**src/rtl/tdc_pkg.sv**
```systemverilog
`default_nettype none
// ============================================================================
// Module   : tdc_pkg
// Purpose  : Shared types, constants and helpers for the TDC edge decoder.
// Revision : 1.0  initial release
// ============================================================================
package tdc_pkg;

    localparam int TDC_N_TAPS = 64;
    localparam int TDC_W      = 6;

    typedef logic [TDC_N_TAPS-1:0] tdc_code_t;
    typedef logic [TDC_W-1:0]      tdc_pos_t;

    typedef struct packed {
        tdc_pos_t pos;
        logic     ok;
    } tdc_edge_t;

    // Transition polarity searched for by the first-edge encoder
    typedef enum logic {
        EDGE_RISE = 1'b0,
        EDGE_FALL = 1'b1
    } tdc_pol_e;

    // Three-input majority vote used by the bubble filter
    function automatic logic maj3(input logic a, input logic b, input logic c);
        return (a & b) | (a & c) | (b & c);
    endfunction

endpackage : tdc_pkg
`default_nettype wire

```
**src/rtl/tdc_edge_decoder_if.sv**
```systemverilog
`default_nettype none
// ============================================================================
// Module   : tdc_edge_decoder_if
// Purpose  : Sample input and decoded-edge result bundle of the TDC decoder.
//            master = capture-bank side, slave = decoder side.
// Revision : 1.0  initial release
// ============================================================================
interface tdc_edge_decoder_if
    import tdc_pkg::*;
#(
    parameter int N_TAPS = TDC_N_TAPS,
    parameter int W      = $clog2(N_TAPS)
);
    logic              tdc_en;
    logic [N_TAPS-1:0] tq;
    logic              valid;
    logic [W-1:0]      rise_pos;
    logic [W-1:0]      fall_pos;
    logic              rise_ok;
    logic              fall_ok;
    logic              no_edge;
    logic [W-1:0]      half_per;

    modport master (
        output tdc_en, tq,
        input  valid, rise_pos, fall_pos, rise_ok, fall_ok, no_edge, half_per
    );

    modport slave (
        input  tdc_en, tq,
        output valid, rise_pos, fall_pos, rise_ok, fall_ok, no_edge, half_per
    );

endinterface : tdc_edge_decoder_if
`default_nettype wire

```
**src/rtl/tdc_first_edge_enc.sv**
```systemverilog
`default_nettype none
// ============================================================================
// Module   : tdc_first_edge_enc
// Purpose  : Priority encoder returning the lowest tap index i (1..N-1) where
//            the code shows a transition of polarity POL between i-1 and i.
// Revision : 1.0  initial release
// ============================================================================
module tdc_first_edge_enc
    import tdc_pkg::*;
#(
    parameter int       N   = TDC_N_TAPS,
    parameter int       W   = $clog2(N),
    parameter tdc_pol_e POL = EDGE_RISE
) (
    input  wire logic [N-1:0] code,
    output logic      [W-1:0] pos,
    output logic              ok
);

    // Level found on the later tap of a matching transition
    localparam logic C_AFTER = (POL == EDGE_RISE);

    // Scan downward so the last hit written is the smallest index
    always_comb begin
        pos = '0;
        ok  = 1'b0;
        for (int i = N - 1; i >= 1; i--) begin
            if ((code[i] == C_AFTER) && (code[i-1] != C_AFTER)) begin
                pos = W'(i);
                ok  = 1'b1;
            end
        end
    end

endmodule : tdc_first_edge_enc
`default_nettype wire

```
**src/rtl/tdc_edge_decoder.sv**
```systemverilog
`default_nettype none
// ============================================================================
// Module   : tdc_edge_decoder
// Purpose  : Bubble-corrects a TDC delay-line snapshot and reports the first
//            rising/falling tap positions and the half-period in taps.
//            Three register ranks: input, filtered code, result.
// Revision : 1.0  initial release
// ============================================================================
module tdc_edge_decoder
    import tdc_pkg::*;
#(
    parameter int N_TAPS = TDC_N_TAPS,
    parameter int W      = $clog2(N_TAPS)
) (
    input  wire logic          clk,
    input  wire logic          rst_n,
    tdc_edge_decoder_if.slave  bus
);

    logic [N_TAPS-1:0] r_s1_tq;
    logic              r_s1_en;
    logic [N_TAPS-1:0] w_code;
    logic [N_TAPS-1:0] r_s2_code;
    logic              r_s2_en;

    tdc_edge_t         w_rise;
    tdc_edge_t         w_fall;
    logic [W-1:0]      w_diff;

    logic              r_valid;
    logic [W-1:0]      r_rise_pos;
    logic [W-1:0]      r_fall_pos;
    logic              r_rise_ok;
    logic              r_fall_ok;
    logic              r_no_edge;
    logic [W-1:0]      r_half_per;

    // Stage 1: capture the raw snapshot and its qualifier
    always_ff @(posedge clk or negedge rst_n) begin
        if (!rst_n) begin
            r_s1_tq <= '0;
            r_s1_en <= 1'b0;
        end else begin
            r_s1_tq <= bus.tq;
            r_s1_en <= bus.tdc_en;
        end
    end

    // Majority filter over each tap and its neighbours; edges replicate
    for (genvar i = 0; i < N_TAPS; i++) begin : g_bubble
        localparam int LO = (i == 0)          ? 0 : i - 1;
        localparam int HI = (i == N_TAPS - 1) ? i : i + 1;
        assign w_code[i] = maj3(r_s1_tq[LO], r_s1_tq[i], r_s1_tq[HI]);
    end

    // Stage 2: hold the bubble-corrected code
    always_ff @(posedge clk or negedge rst_n) begin
        if (!rst_n) begin
            r_s2_code <= '0;
            r_s2_en   <= 1'b0;
        end else begin
            r_s2_code <= w_code;
            r_s2_en   <= r_s1_en;
        end
    end

    tdc_first_edge_enc #(
        .N   (N_TAPS),
        .W   (W),
        .POL (EDGE_RISE)
    ) u_rise_enc (
        .code (r_s2_code),
        .pos  (w_rise.pos),
        .ok   (w_rise.ok)
    );

    tdc_first_edge_enc #(
        .N   (N_TAPS),
        .W   (W),
        .POL (EDGE_FALL)
    ) u_fall_enc (
        .code (r_s2_code),
        .pos  (w_fall.pos),
        .ok   (w_fall.ok)
    );

    assign w_diff = (w_fall.pos > w_rise.pos) ? (w_fall.pos - w_rise.pos)
                                              : (w_rise.pos - w_fall.pos);

    // Stage 3: result register; data loads only for qualified samples
    always_ff @(posedge clk or negedge rst_n) begin
        if (!rst_n) begin
            r_valid    <= 1'b0;
            r_rise_pos <= '0;
            r_fall_pos <= '0;
            r_rise_ok  <= 1'b0;
            r_fall_ok  <= 1'b0;
            r_no_edge  <= 1'b0;
            r_half_per <= '0;
        end else begin
            r_valid <= r_s2_en;
            if (r_s2_en) begin
                r_rise_pos <= w_rise.pos;
                r_fall_pos <= w_fall.pos;
                r_rise_ok  <= w_rise.ok;
                r_fall_ok  <= w_fall.ok;
                r_no_edge  <= ~w_rise.ok & ~w_fall.ok;
                // Half-period only refreshes when both edges are present
                if (w_rise.ok && w_fall.ok) begin
                    r_half_per <= w_diff;
                end
            end
        end
    end

    assign bus.valid    = r_valid;
    assign bus.rise_pos = r_rise_pos;
    assign bus.fall_pos = r_fall_pos;
    assign bus.rise_ok  = r_rise_ok;
    assign bus.fall_ok  = r_fall_ok;
    assign bus.no_edge  = r_no_edge;
    assign bus.half_per = r_half_per;

endmodule : tdc_edge_decoder
`default_nettype wire
```
**src/flat_wrapper.sv**
```systemverilog
// flat-port wrapper written by rule: the top's interface ports become plain ports
module tdc_edge_decoder_flat import tdc_pkg::*;
#(
    parameter int N_TAPS = TDC_N_TAPS,
    parameter int W      = $clog2(N_TAPS)
)
  (clk, rst_n, bus_tdc_en, bus_tq, bus_valid, bus_rise_pos, bus_fall_pos, bus_rise_ok, bus_fall_ok, bus_no_edge, bus_half_per);
  tdc_edge_decoder_if #(.N_TAPS(N_TAPS), .W(W)) bus_i ();
  input  wire logic clk;
  input  wire logic rst_n;
  input wire logic [$bits(bus_i.tdc_en)-1:0] bus_tdc_en;
  input wire logic [$bits(bus_i.tq)-1:0] bus_tq;
  output wire logic [$bits(bus_i.valid)-1:0] bus_valid;
  output wire logic [$bits(bus_i.rise_pos)-1:0] bus_rise_pos;
  output wire logic [$bits(bus_i.fall_pos)-1:0] bus_fall_pos;
  output wire logic [$bits(bus_i.rise_ok)-1:0] bus_rise_ok;
  output wire logic [$bits(bus_i.fall_ok)-1:0] bus_fall_ok;
  output wire logic [$bits(bus_i.no_edge)-1:0] bus_no_edge;
  output wire logic [$bits(bus_i.half_per)-1:0] bus_half_per;
  assign bus_i.tdc_en = bus_tdc_en;
  assign bus_i.tq = bus_tq;
  assign bus_valid = bus_i.valid;
  assign bus_rise_pos = bus_i.rise_pos;
  assign bus_fall_pos = bus_i.fall_pos;
  assign bus_rise_ok = bus_i.rise_ok;
  assign bus_fall_ok = bus_i.fall_ok;
  assign bus_no_edge = bus_i.no_edge;
  assign bus_half_per = bus_i.half_per;
  tdc_edge_decoder #(.N_TAPS(N_TAPS), .W(W)) u_core (.clk(clk), .rst_n(rst_n), .bus(bus_i));
endmodule
```
**config.mk**
```make
export PLATFORM = sky130hd
export DESIGN_NAME = tdc_edge_decoder_flat
export DESIGN_NICKNAME = d
export VERILOG_FILES = /design/src/rtl/tdc_pkg.sv /design/src/rtl/tdc_edge_decoder_if.sv /design/src/rtl/tdc_first_edge_enc.sv /design/src/rtl/tdc_edge_decoder.sv /design/src/flat_wrapper.sv
export SDC_FILE = /design/constraint.sdc
export NUM_CORES = 1
export LEC_CHECK = 0
export ABC_AREA = 1
export BUFFER_PORTS_ARGS = -buffer_cell sky130_fd_sc_hd__buf_4
export CAP_MARGIN = 5
export CORE_MARGIN = 10
export CORE_UTILIZATION = 55
export CTS_BUF_LIST = sky130_fd_sc_hd__clkbuf_16
export DETAILED_ROUTE_END_ITERATION = 8
export MAX_ROUTING_LAYER = met4
export PLACE_DENSITY = 0.76
export RECOVER_POWER = 25
export SLEW_MARGIN = 20
export SYNTH_ARGS = -nofsm -noshare
export SYNTH_HDL_FRONTEND = slang
export SYNTH_SLANG_ARGS = --single-unit
```
**constraint.sdc**
```tcl
create_clock -name clk -period 3.9 [get_ports clk]
set_input_delay 0.39 -clock clk [delete_from_list [all_inputs] [get_ports clk]]
set_output_delay 0.39 -clock clk [all_outputs]
set_load 0.005 [all_outputs]
```
-- After elaboration in Yosys (flattened, before gate mapping)
Cells that the tools add are included.
- flip-flop bits (word level): 152
- output and inout port bits: 22
- input bits: 67
- add/sub/neg operators: 2
- multiplexer cells: 253
- order comparisons: 1
- bitwise operators: 319
- reductions and logical operators: 128
- operator list (cell ; number):
    $mux W6 ; 127
    $logic_and A1 B1 Y1 ; 127
    $or A1 B1 Y1 ; 127
    $and A1 B1 Y1 ; 126
    $mux W1 ; 126
    $not A1 Y1 ; 66
    $sub A6 B6 Y6 ; 2
    $gt A6 B6 Y1 ; 1
    $reduce_and A2 Y1 ; 1

-- Longest topological paths before layout
Gate-level depths: netlist of the first run.
- depth after elaboration: 67
- depth in mapped cells: 49

-- Cells and area by module
A second synthesis of the first run with hierarchy kept.
- cells, all modules: 1128
- area, all modules: 8066.5 um^2
- modules (own cells, without submodules) (module ; area an instance (um^2) ; instances ; cells an instance ; sequential area each (um^2)):
    tdc_edge_decoder ; 5373.9 ; 1 ; 487 ; 3803.6
    tdc_first_edge_enc (u_core.u_fall_enc) ; 1347.5 ; 1 ; 318 ; 0.0
    tdc_first_edge_enc (u_core.u_rise_enc) ; 1345.0 ; 1 ; 323 ; 0.0

-- Least setup slack after synthesis of the first run
Ideal clock, no wire load.
- kind: reg-to-reg
- start: reg u_core.r_s2_code[60]
- end: reg u_core.r_half_per[5] (netlist: u_core.bus.half_per[5])
- cell stages (with the launch flop): 50
- slack: 787 ps
- data required time: 3783 ps
- arrival time: 2995 ps
- setup time: 117 ps
- cells stage by stage: dfrtp_1 inv_1 nand2_1 nand2_1 inv_1 nand2_1 nand2_1 nand2_1 nand2_1 nand2_1 nand2_1 nand2_1 nand2_1 nand2_1 nand2_1 nand2_1 nand2_1 nand2_1 [14 not listed] nand2_1 nand2_2 nand2_4 nand2_4 nand2_4 nand2_4 inv_1 ha_1 inv_1 nand2_4 nand2_2 nand2_2 o21ai_2 nand2_1 nand2_1 nand2_1 nand3_1 nand2_1
- word-level cells in the longest chain between the ends: 65
- elaborated cells between the ends (all ways): 255
- classes of those cells: 2 x add/sub; 1 x order compare; 245 x mux; 1 x bitwise; 6 x reduce/logical
- ends and longest elaborated chain (what ; RTL line ; source):
    start, declared ; tdc_edge_decoder.sv:23 ; logic [N_TAPS-1:0] r_s2_code;
    start signal, assigned ; tdc_edge_decoder.sv:62 ; r_s2_code <= w_code;
    $not A1 Y1 ; tdc_first_edge_enc.sv:28 ; if ((code[i] == C_AFTER) && (code[i-1] != C_AFTER)) begin
    $logic_and A1 B1 Y1 ; tdc_first_edge_enc.sv:28 ;
    $mux W6 or $mux W1 (tied branches) (61 in a row) ; tdc_first_edge_enc.sv:28 ;
    $sub A6 B6 Y6, or another cell as far along ; tdc_edge_decoder.sv:88 ; : (w_rise.pos - w_fall.pos);
    $mux W6 or $reduce_and A2 Y1 (tied branches) ; n/a ;
    end signal, assigned ; tdc_edge_decoder.sv:110 ; r_half_per <= w_diff;
    end, declared ; tdc_edge_decoder.sv:36 ; logic [W-1:0] r_half_per;
Several ways; a longest one is shown, not always the timed one.
A chain may end at the register's enable or synchronous reset.

-- Worst setup path in the final report of the first run
- start: reg u_core.r_s2_code[62]
- end: reg u_core.r_half_per[1] (netlist: u_core.bus.half_per[1])
- word-level cells in the longest chain between the ends: 67
- elaborated cells between the ends (all ways): 263
- classes of those cells: 2 x add/sub; 1 x order compare; 253 x mux; 1 x bitwise; 6 x reduce/logical
- ends and longest elaborated chain (what ; RTL line ; source):
    $not A1 Y1 ; tdc_first_edge_enc.sv:28 ;
    $logic_and A1 B1 Y1 ; tdc_first_edge_enc.sv:28 ;
    $mux W6 ; tdc_first_edge_enc.sv:28 ;
    $mux W6 * (62 in a row) ; tdc_first_edge_enc.sv:28 ;
    net u_core.u_rise_enc.pos[0] ; tdc_first_edge_enc.sv:16 ; output logic [W-1:0] pos,
    $sub A6 B6 Y6, or another cell as far along ; tdc_edge_decoder.sv:88 ;
    $mux W6 * ; tdc_edge_decoder.sv:87 ; assign w_diff = (w_fall.pos > w_rise.pos) ? (w_fall.pos - w_rise.pos)
The timed path passes the listed nets; every way through them passes the cells marked *.

==> results of run 1 <==
==> registers in the layout, indices dropped and copies added (netlist names), 6 cells and up <==
name	cells
u_core.bus.fall_pos	6
u_core.bus.half_per	6
u_core.bus.rise_pos	6
u_core.r_s1_tq	64
u_core.r_s2_code	64
==> worst max-delay path: cells and delay by family (launching register included) <==
kind | cells | cell delay, ns
buf+inv | 3 | 0.28
compound gates | 5 | 0.49
simple gates | 20 | 1.94
fa+ha+maj | 1 | 0.28
flops | 1 | 0.42
==> metrics by stage <==
step	utilization	power, mW	std cells
2_1_floorplan	-	2.44	1089
3_3_place_gp	0.624	2.75	1355
3_5_place_dp	0.624	2.75	1355
4_1_cts	0.667	4.43	1385
5_1_grt	0.676	4.74	1391
6_report	0.676	4.46	1391
==> final timing paths <==
check                                                    start  slack, ns  depth (start not counted)                                  to
worst min register to register     u_core.r_s1_tq[0]$_DFF_PN0_       0.38                          0       u_core.r_s2_code[0]$_DFF_PN0_
worst max register to register  u_core.r_s2_code[62]$_DFF_PN0_       0.39                         29  u_core.bus.half_per[1]$_DFFE_PN0P_
worst max-delay path            u_core.r_s2_code[62]$_DFF_PN0_       0.39                         29  u_core.bus.half_per[1]$_DFFE_PN0P_
worst min-delay path                                     rst_n       0.06                          1        u_core.r_s1_tq[57]$_DFF_PN0_
min in group clk                                    bus_tdc_en       0.09                          1            u_core.r_s1_en$_DFF_PN0_
max in group asynchronous                                rst_n       2.95                          2        u_core.r_s1_tq[17]$_DFF_PN0_
==> area by class of cell <==
cell class	instances	area, um^2
Sequential cell	152	3800
Tap cell	180	225
Clock buffer	17	425
Multi-Input combinational cell	653	2980
Fill cell	1172	4500
Clock inverter	13	170
Timing Repair Buffer	96	728
Inverter	280	1050
==> routing by layer <==
| metal | share of wire | global-route usage | vias up |
|---|---|---|---|
| li1 | - | - | 3460 |
| met1 | 0.49 | 0.214 | 2823 |
| met2 | 0.46 | 0.278 | 112 |
| met3 | 0.035 | 0.0428 | 24 |
| met4 | 0.019 | 0.0494 | 0 |
| met5 | 0 | - | - |
==> where the power goes <==
| group | switching (mW) | total [mW] | internal [mW] |
|---|---|---|---|
| combinational | 0.593 | 0.994 | 0.401 |
| clock | 0.654 | 1.66 | 1.01 |
| sequential | 0.0922 | 1.80 | 1.71 |
==> logic make-up (layout without fill, tap and decap cells) <==
kind of cell,after synthesis,in the layout,synth area share
flops,152,152,0.489
simple gates,540,540,0.284
compound gates,100,100,0.0704
xor+xnor,2,2,0.00225
buf+inv,284,406,0.137
fa+ha+maj,11,11,0.0171
==> cell usage after synthesis (all sizes together) <==
library cell,count
dfrtp,152
o211ai,1
o21bai,3
ha,9
a21boi,1
nor3,11
a31oi,3
a22o,1
a21oi,69
xor2,2
nor4,1
maj3,2
nand4,29
o31ai,3
clkbuf,4
nand3,21
inv,280
o21ai,19
nor2,156
nand2,322
==> layout by cell type (no fill, tap or decap), drive strengths merged <==
master and count:
nand2 322, inv 285, nor2 156, dfrtp 152, clkbuf 82, a21oi 69
buf 31, nand4 29, nand3 21, o21ai 19, nor3 11, ha 9
clkinv 4, a31oi 3, o21bai 3, o31ai 3, bufinv 3, maj3 2
xor2 2, o211ai 1, a22o 1, nor4 1, a21boi 1, clkinvlp 1
==> repair_timing <==
action	CTS	global route
gates resized for setup	0	26
endpoints found under the setup margin	0	5
setup buffers	0	6
==> impl_metrics.tcl, run 1 <==
set metrics [dict create \
    antenna_found_initial 0 \
    place_congestion 0.913 \
    post_dp_cell_area_um2 8660 \
    crit_type "reg2reg" \
    fin_area_um2 9380 \
    synth.area.top_cells "dfrtp_1, nand2_1, inv_1" \
    cpPeakStageDelay_ns 0.42 \
    crit_top_cell "nand4_1" \
    gr-total-overflow 0 \
    synth-seq-area-share 0.489 \
    wl_um 15700 \
    grt_pass1_wl_um 27800 \
    clkTransAtPathRegs_ns 0.06 \
    power_density_nw_per_um2 475 \
    synth_top_area_share 0.489 \
    syn-num-nets 1165 \
    die_w_um 139 \
    start_util 0.560 \
    nNetsFinal 1276 \
    dieArea_um2 19300 \
    hold_viol 0 \
    syn_area_per_cell_um2 7.14 \
    slowest_stage "dfrtp_1" \
    cts_root_buf "clkbuf_16" \
    timing_max_transition_violations_final 0 \
    startpoint_type "flop" \
    track_usage 0.174 \
    cp-end-kind "flop" \
    cp_data_required_time_ns 4.20 \
    num_rows 43 \
    fmax_mhz 285 \
    cts_made_buffers 17 \
    portBuffers 88 \
    drive_above_1_share 0.142 \
    fin_skew_ns 0.00628 \
    maxCapViolCount 0 \
    finalWorstPathRequiredPeriod_ns 3.51 \
    yosys.area.top_type "dfrtp_1" \
    diodes 0 \
    clock-sinks 152 \
    finalSetupViolCount 0 \
    antenna_left 0 \
    grt_start_max_net_pins 103 \
    cts_tree "yes" \
    dr_total_vias 6419 \
    die_h_um 139 \
    hp-class "in2async" \
    grt_pass1_vias 6479 \
    arrival_ns 3.82 \
    syn_area_um2 7770 \
    wl_per_cell_um 11.3 \
    synth_cell_type_count 29 \
    route.detailed.drc 0 \
    dp_hpwl_um 12100 \
    syn_inst 1089 \
    p_leak_nw 5.36 \
    drt_iter0_drc 375 \
    syn2layout_area_growth_pct 20.7 \
    worstSkewPairLatency_ns 0.42 \
    tns_ns 0 \
    clock_path_buffers 2 \
    viasPerCell 4.61 \
    max_slew.worst_pin.slew_ns 0.868 \
    hold_buffers 0 \
    outcome "finished, final reports clean" \
    core_area_um2 13900 \
    firstDrtPassIters 5 \
    ir_drop_mv 0.351 \
    h-tree-depth 4 \
    yosys_warnings 0 \
    pre_cts_ws_ns 0.364 \
    pin_count 89 \
    setup_slack_ns 0.386 \
    timing.hold.ws_ns 0.0610 \
    min_period_over_period 0.901 \
    ys_seq_elements 152 \
    relSlewSlack 0.421 \
    worstPathMaxFanout 4 \
]
Note: power is estimated with default switching activity, not from simulation.
==> inputs of run 2 (changes only) <==
--- a/config.mk
+++ b/config.mk
@@ -9,11 +9,11 @@
 export BUFFER_PORTS_ARGS = -buffer_cell sky130_fd_sc_hd__buf_4
 export CAP_MARGIN = 5
 export CORE_MARGIN = 10
-export CORE_UTILIZATION = 55
+export CORE_UTILIZATION = 51
 export CTS_BUF_LIST = sky130_fd_sc_hd__clkbuf_16
 export DETAILED_ROUTE_END_ITERATION = 8
 export MAX_ROUTING_LAYER = met4
-export PLACE_DENSITY = 0.76
+export PLACE_DENSITY = 0.71
 export RECOVER_POWER = 25
 export SLEW_MARGIN = 20
 export SYNTH_ARGS = -nofsm -noshare
==> run 2 against run 1 <==
Net effect: non-clock buffer count down 5; fmax down 0.84%; wire length down 3.6%; critical path depth up 3; critical endpoint is now u_core.bus.half_per[3]$_DFFE_PN0P_; largest cell class unchanged.
==> impl_metrics.tcl, run 2 (synthesis results as in run 1) <==
set metrics [dict create \
    hp-class "in2reg" \
    reg_top3 "u_core.r_s1_tq x64, u_core.r_s2_code x64" \
    relSlewSlack 0.407 \
    start_util 0.515 \
    cpPeakStageDelay_ns 0.38 \
    dp.cells 1362 \
    dr_total_vias 6414 \
    fill_cells 1369 \
    hp-start "bus_tq[48]" \
    num_rows 45 \
    grt_pass1_vias 6232 \
    nNetsFinal 1271 \
    worstPathMaxFanout 3 \
    busiest_layer "met2" \
    cts_tree "yes" \
    grt_pass1_wl_um 26700 \
    crit_type "reg2reg" \
    tns_ns 0 \
    syn2layout_area_growth_pct 20.1 \
    fin_skew_ns 0.00734 \
    grt_start_max_net_pins 122 \
    ir_drop_mv 0.533 \
    wl_per_cell_um 10.9 \
    antenna_left 0 \
    drt_iter0_drc 387 \
    timing.rr.start "u_core.r_s2_code[59]$_DFF_PN0_" \
    diodes 0 \
    min_to "u_core.r_s1_tq[48]$_DFF_PN0_" \
    reg2reg_depth 32 \
    whs_path_depth 1 \
    startpoint_type "flop" \
    antenna_found_initial 0 \
    slowest_stage "dfrtp_1" \
    finalWorstPathRequiredPeriod_ns 3.54 \
    cp_data_required_time_ns 4.22 \
    hold_buffers 0 \
    place_congestion 0.890 \
    h-tree-depth 4 \
    firstDrtPassIters 4 \
    grt_use_met1 0.202 \
    cts_made_buffers 17 \
    timing_max_transition_violations_final 0 \
    r2r_end "u_core.bus.half_per[3]$_DFFE_PN0P_" \
    fmax_mhz 282 \
    hold_viol 0 \
    fin_area_um2 9330 \
    multi_input_area_um2 2930 \
    maxCapViolCount 0 \
    portBuffers 88 \
    clock_path_buffers 2 \
    outcome "finished, final reports clean" \
    grtUsageMet2 0.261 \
    dp_hpwl_um 11800 \
    arrival_ns 3.86 \
    wl_um 15100 \
    viasPerCell 4.60 \
    dieArea_um2 20600 \
    gr-total-overflow 0 \
    die_h_um 143 \
    track_usage 0.163 \
    ff2ff_setup_slack_ns 0.36 \
    pin_count 89 \
    grt.met3_usage 0.0366 \
    core_area_um2 15100 \
    fin_util 0.618 \
    post_dp_cell_area_um2 8660 \
    clkTransAtPathRegs_ns 0.06 \
    min_period_over_period 0.909 \
    finalSetupViolCount 0 \
    worstSkewPairLatency_ns 0.43 \
    clock-sinks 152 \
    final_cell_mix "nand2_1, inv_1, nor2_1" \
    p_leak_nw 5.35 \
    cp-end-kind "flop" \
    regArea_um2 3800 \
    final_common_cell "nand2_1" \
    max_slew.worst_pin.slew_ns 0.889 \
    route.detailed.drc 0 \
    cts_root_buf "clkbuf_16" \
    die_w_um 143 \
    power_density_nw_per_um2 480 \
    drive_above_1_share 0.132 \
    finalPower_mw 4.48 \
    stdcell_count 1393 \
    crit_top_cell "nand4_1" \
]
## run 2: report_power, final
group          leakage [nW]  switching (mW)  internal, mW
clock network         0.303           0.655          1.08
registers              1.80          0.0918          1.71
logic                  3.25           0.571         0.378
total                  5.35            1.32          3.16
## run 2: repair_timing
| item | CTS | global route |
|---|---|---|
| resized for setup | 0 | 15 |
| endpoints found under the setup margin | 0 | 2 |
| buffers inserted | 0 | 2 |
## run 2: worst max-delay path by stage
stage | startpoint | end | slack (ns) | cells after the start
after global placement | u_core.r_s2_code[61]$_DFF_PN0_ | u_core.bus.half_per[5]$_DFFE_PN0P_ | 0.37 | 47
after floorplan | u_core.r_s2_code[60]$_DFF_PN0_ | u_core.bus.half_per[5]$_DFFE_PN0P_ | 0.79 | 49
after detailed placement | u_core.r_s2_code[61]$_DFF_PN0_ | u_core.bus.half_per[5]$_DFFE_PN0P_ | 0.35 | 47
final | u_core.r_s2_code[59]$_DFF_PN0_ | u_core.bus.half_per[3]$_DFFE_PN0P_ | 0.36 | 32
after CTS | u_core.r_s2_code[61]$_DFF_PN0_ | u_core.bus.half_per[5]$_DFFE_PN0P_ | 0.33 | 47
after global routing | u_core.r_s2_code[60]$_DFF_PN0_ | u_core.bus.half_per[5]$_DFFE_PN0P_ | -0.008 | 49
## run 2: metal layers
metal | vias up | wire length (um)
met5 | - | 0
met4 | 0 | 205
met3 | 14 | 509
met2 | 94 | 6980
met1 | 2867 | 7440
li1 | 3439 | -
## run 2: through the flow
stage | setup WS [ns] | hold slack (ns)
5_1_grt | -0.00846 | 0.0688
4_1_cts | 0.329 | 0.0451
3_3_place_gp | 0.371 | 0.348
3_5_place_dp | 0.350 | 0.343
6_report | 0.356 | 0.0868
2_1_floorplan | 0.787 | 0.0944
## run 2: layout make-up
type	count	share of cell area
Multi-Input combinational cell	653	0.314
Clock inverter	12	0.0206
Timing Repair Buffer	91	0.0739
Sequential cell	152	0.408
Inverter	280	0.113
Clock buffer	17	0.0456
Tap cell	188	0.0252
## run 2: critical path, delay by kind of cell, from the launching register on
kind,cells,cell delay (ns)
compound gates,3,0.29
flops,1,0.38
simple gates,25,2.19
fa+ha+maj,1,0.32
buf+inv,3,0.26
==> inputs of run 3 (changes only) <==
==> constraint.sdc (replaced) <==
create_clock -name clk -period 3.9 [get_ports clk]
set_input_delay 0 -clock clk [delete_from_list [all_inputs] [get_ports clk]]
set_output_delay 0 -clock clk [all_outputs]
set_load 0.005 [all_outputs]
==> run 3 against run 2 <==
Net effect: highest routed layer unchanged; critical path type unchanged; sequential share of layout area shrank 2.6 points; clock-buffer cell count did not move; largest power group unchanged; first-iteration DRC count shrank 26%; flip-flop and latch count did not move; core utilization grew 4.2 points.
==> impl_metrics.tcl, run 3 (synthesis results as in run 1) <==
set metrics [dict create \
    outcome "finished, final reports clean" \
    wl_per_cell_um 11.0 \
    fin_skew_ns 0.0133 \
    die_w_um 143 \
    hold_viol 0 \
    diodes 0 \
    min_period_over_period 0.898 \
    start_util 0.515 \
    slowest_stage "dfrtp_1" \
    finalSetupViolCount 0 \
    relSlewSlack 0.370 \
    finalWorstPathRequiredPeriod_ns 3.50 \
    power_density_nw_per_um2 434 \
    worstSkewPairLatency_ns 0.43 \
    dieArea_um2 20600 \
    dp_hpwl_um 11900 \
    finalPower_mw 4.32 \
    startpoint_type "flop" \
    timing_max_transition_violations_final 0 \
    cts_root_buf "clkbuf_16" \
    gr-total-overflow 0 \
    crit_type "reg2reg" \
    dr_wl_met3_um 570 \
    num_rows 45 \
    p_leak_nw 5.58 \
    die_h_um 143 \
    wl_met2_um 7740 \
    track_usage 0.175 \
    clock-sinks 152 \
    antenna_found_initial 0 \
    cp-end-kind "flop" \
    whs_path_depth 2 \
    maxCapViolCount 0 \
    cp_data_required_time_ns 4.21 \
    stdcell_count 1461 \
    reg2reg_depth 34 \
    hp-class "in2reg" \
    reg_top3 "u_core.r_s1_tq x64, u_core.r_s2_code x64" \
    crit_top_cell "nand4_1" \
    wl_um 16100 \
    viasPerCell 4.51 \
    grt_start_max_net_pins 111 \
    timing.hold.ws_ns 0.231 \
    drive_above_1_share 0.130 \
    syn2layout_area_growth_pct 28.2 \
    drt-met1-wl_um 7680 \
    tns_ns 0 \
    clkTransAtPathRegs_ns 0.06 \
    ir_drop_mv 0.317 \
    route.detailed.drc 0 \
    cpPeakStageDelay_ns 0.41 \
    nNetsFinal 1339 \
    h-tree-depth 4 \
    fmax_mhz 286 \
    dr_total_vias 6587 \
    grt_pass1_vias 6627 \
    clock_path_buffers 2 \
    pin_count 89 \
    place_congestion 0.893 \
    max_slew.worst_pin.slew_ns 0.946 \
    grt_pass1_wl_um 28500 \
    cts_tree "yes" \
    antenna_left 0 \
    worstPathMaxFanout 4 \
    core_area_um2 15100 \
    arrival_ns 3.81 \
    final_cell_mix "nand2_1, inv_1, nor2_1" \
    firstDrtPassIters 5 \
    portBuffers 88 \
    dp.cells 1362 \
    highest_layer "met4" \
    setup_slack_ns 0.399 \
    pre_cts_ws_ns 0.370 \
    final_common_cell "nand2_1" \
    drt_iter0_drc 286 \
    cts_made_buffers 17 \
]
[run 3: changes by cell type in the layout (fill, tap and decap cells not counted), sizes merged]
cell,delta
dlygate4sd3,+66
clkinv,+2
inv,-3
clkinvlp,+4
bufinv,-3
clkbuf,-1
buf,+3
[run 3: area by class of cell]
cell class	instances	area (um^2)
fillers	1303	5130
flip-flops and latches	152	3800
multi-input cells	653	2960
repair buffers	159	1380
inverters	280	1050
clock buffers	17	425
well taps	188	235
clock inverters	12	108
[run 3: repair_timing]
item                                    in CTS  in global routing
hold buffers                                66                  0
endpoints found under the setup margin       0                  4
hold endpoints to repair                   174                  0
setup buffers                                0                  4
gates resized for setup                      0                 22
[run 3: per-layer routing]
metal | track usage | up-vias
li1 | - | 3582
met1 | 0.211 | 2902
met2 | 0.286 | 93
met3 | 0.0386 | 10
met4 | 0.0575 | 0
met5 | - | -
[run 3: final timing paths]
path	from	endpoint	slack [ns]
max	u_core.r_s2_code[59]$_DFF_PN0_	u_core.bus.half_per[5]$_DFFE_PN0P_	0.40
min	bus_tq[20]	u_core.r_s1_tq[20]$_DFF_PN0_	0.23
max reg2reg	u_core.r_s2_code[59]$_DFF_PN0_	u_core.bus.half_per[5]$_DFFE_PN0P_	0.40
min reg2reg	u_core.r_s1_en$_DFF_PN0_	u_core.r_s2_en$_DFF_PN0_	0.37
max in group asynchronous	rst_n	u_core.r_s2_code[11]$_DFF_PN0_	2.57
min in group asynchronous	rst_n	u_core.r_s1_tq[54]$_DFF_PN0_	0.25
[run 3: through the flow]
| stage | util | instance area, um^2 |
|---|---|---|
| floorplan | - | 7770 |
| global placement | 0.574 | 8660 |
| detailed placement | 0.574 | 8660 |
| CTS | 0.653 | 9860 |
| global route | 0.660 | 9960 |
| finish | 0.660 | 9960 |
[run 3: power breakdown]
group / total [mW] / switching (mW) / internal [mW]
Clock: 1.49 / 0.626 / 0.863
Sequential: 1.80 / 0.0924 / 1.71
Combinational: 1.03 / 0.589 / 0.442
Total: 4.32 / 1.31 / 3.01
[run 3: critical path, delay by kind of cell, from the launching register on]
| family | cells | cell delay (ns) |
|---|---|---|
| AO/OA/AOI/OAI | 3 | 0.46 |
| adder cells (fa/ha/maj) | 2 | 0.34 |
| buffers and inverters | 3 | 0.19 |
| flip-flops | 1 | 0.41 |
| AND/OR/NAND/NOR | 26 | 2.03 |
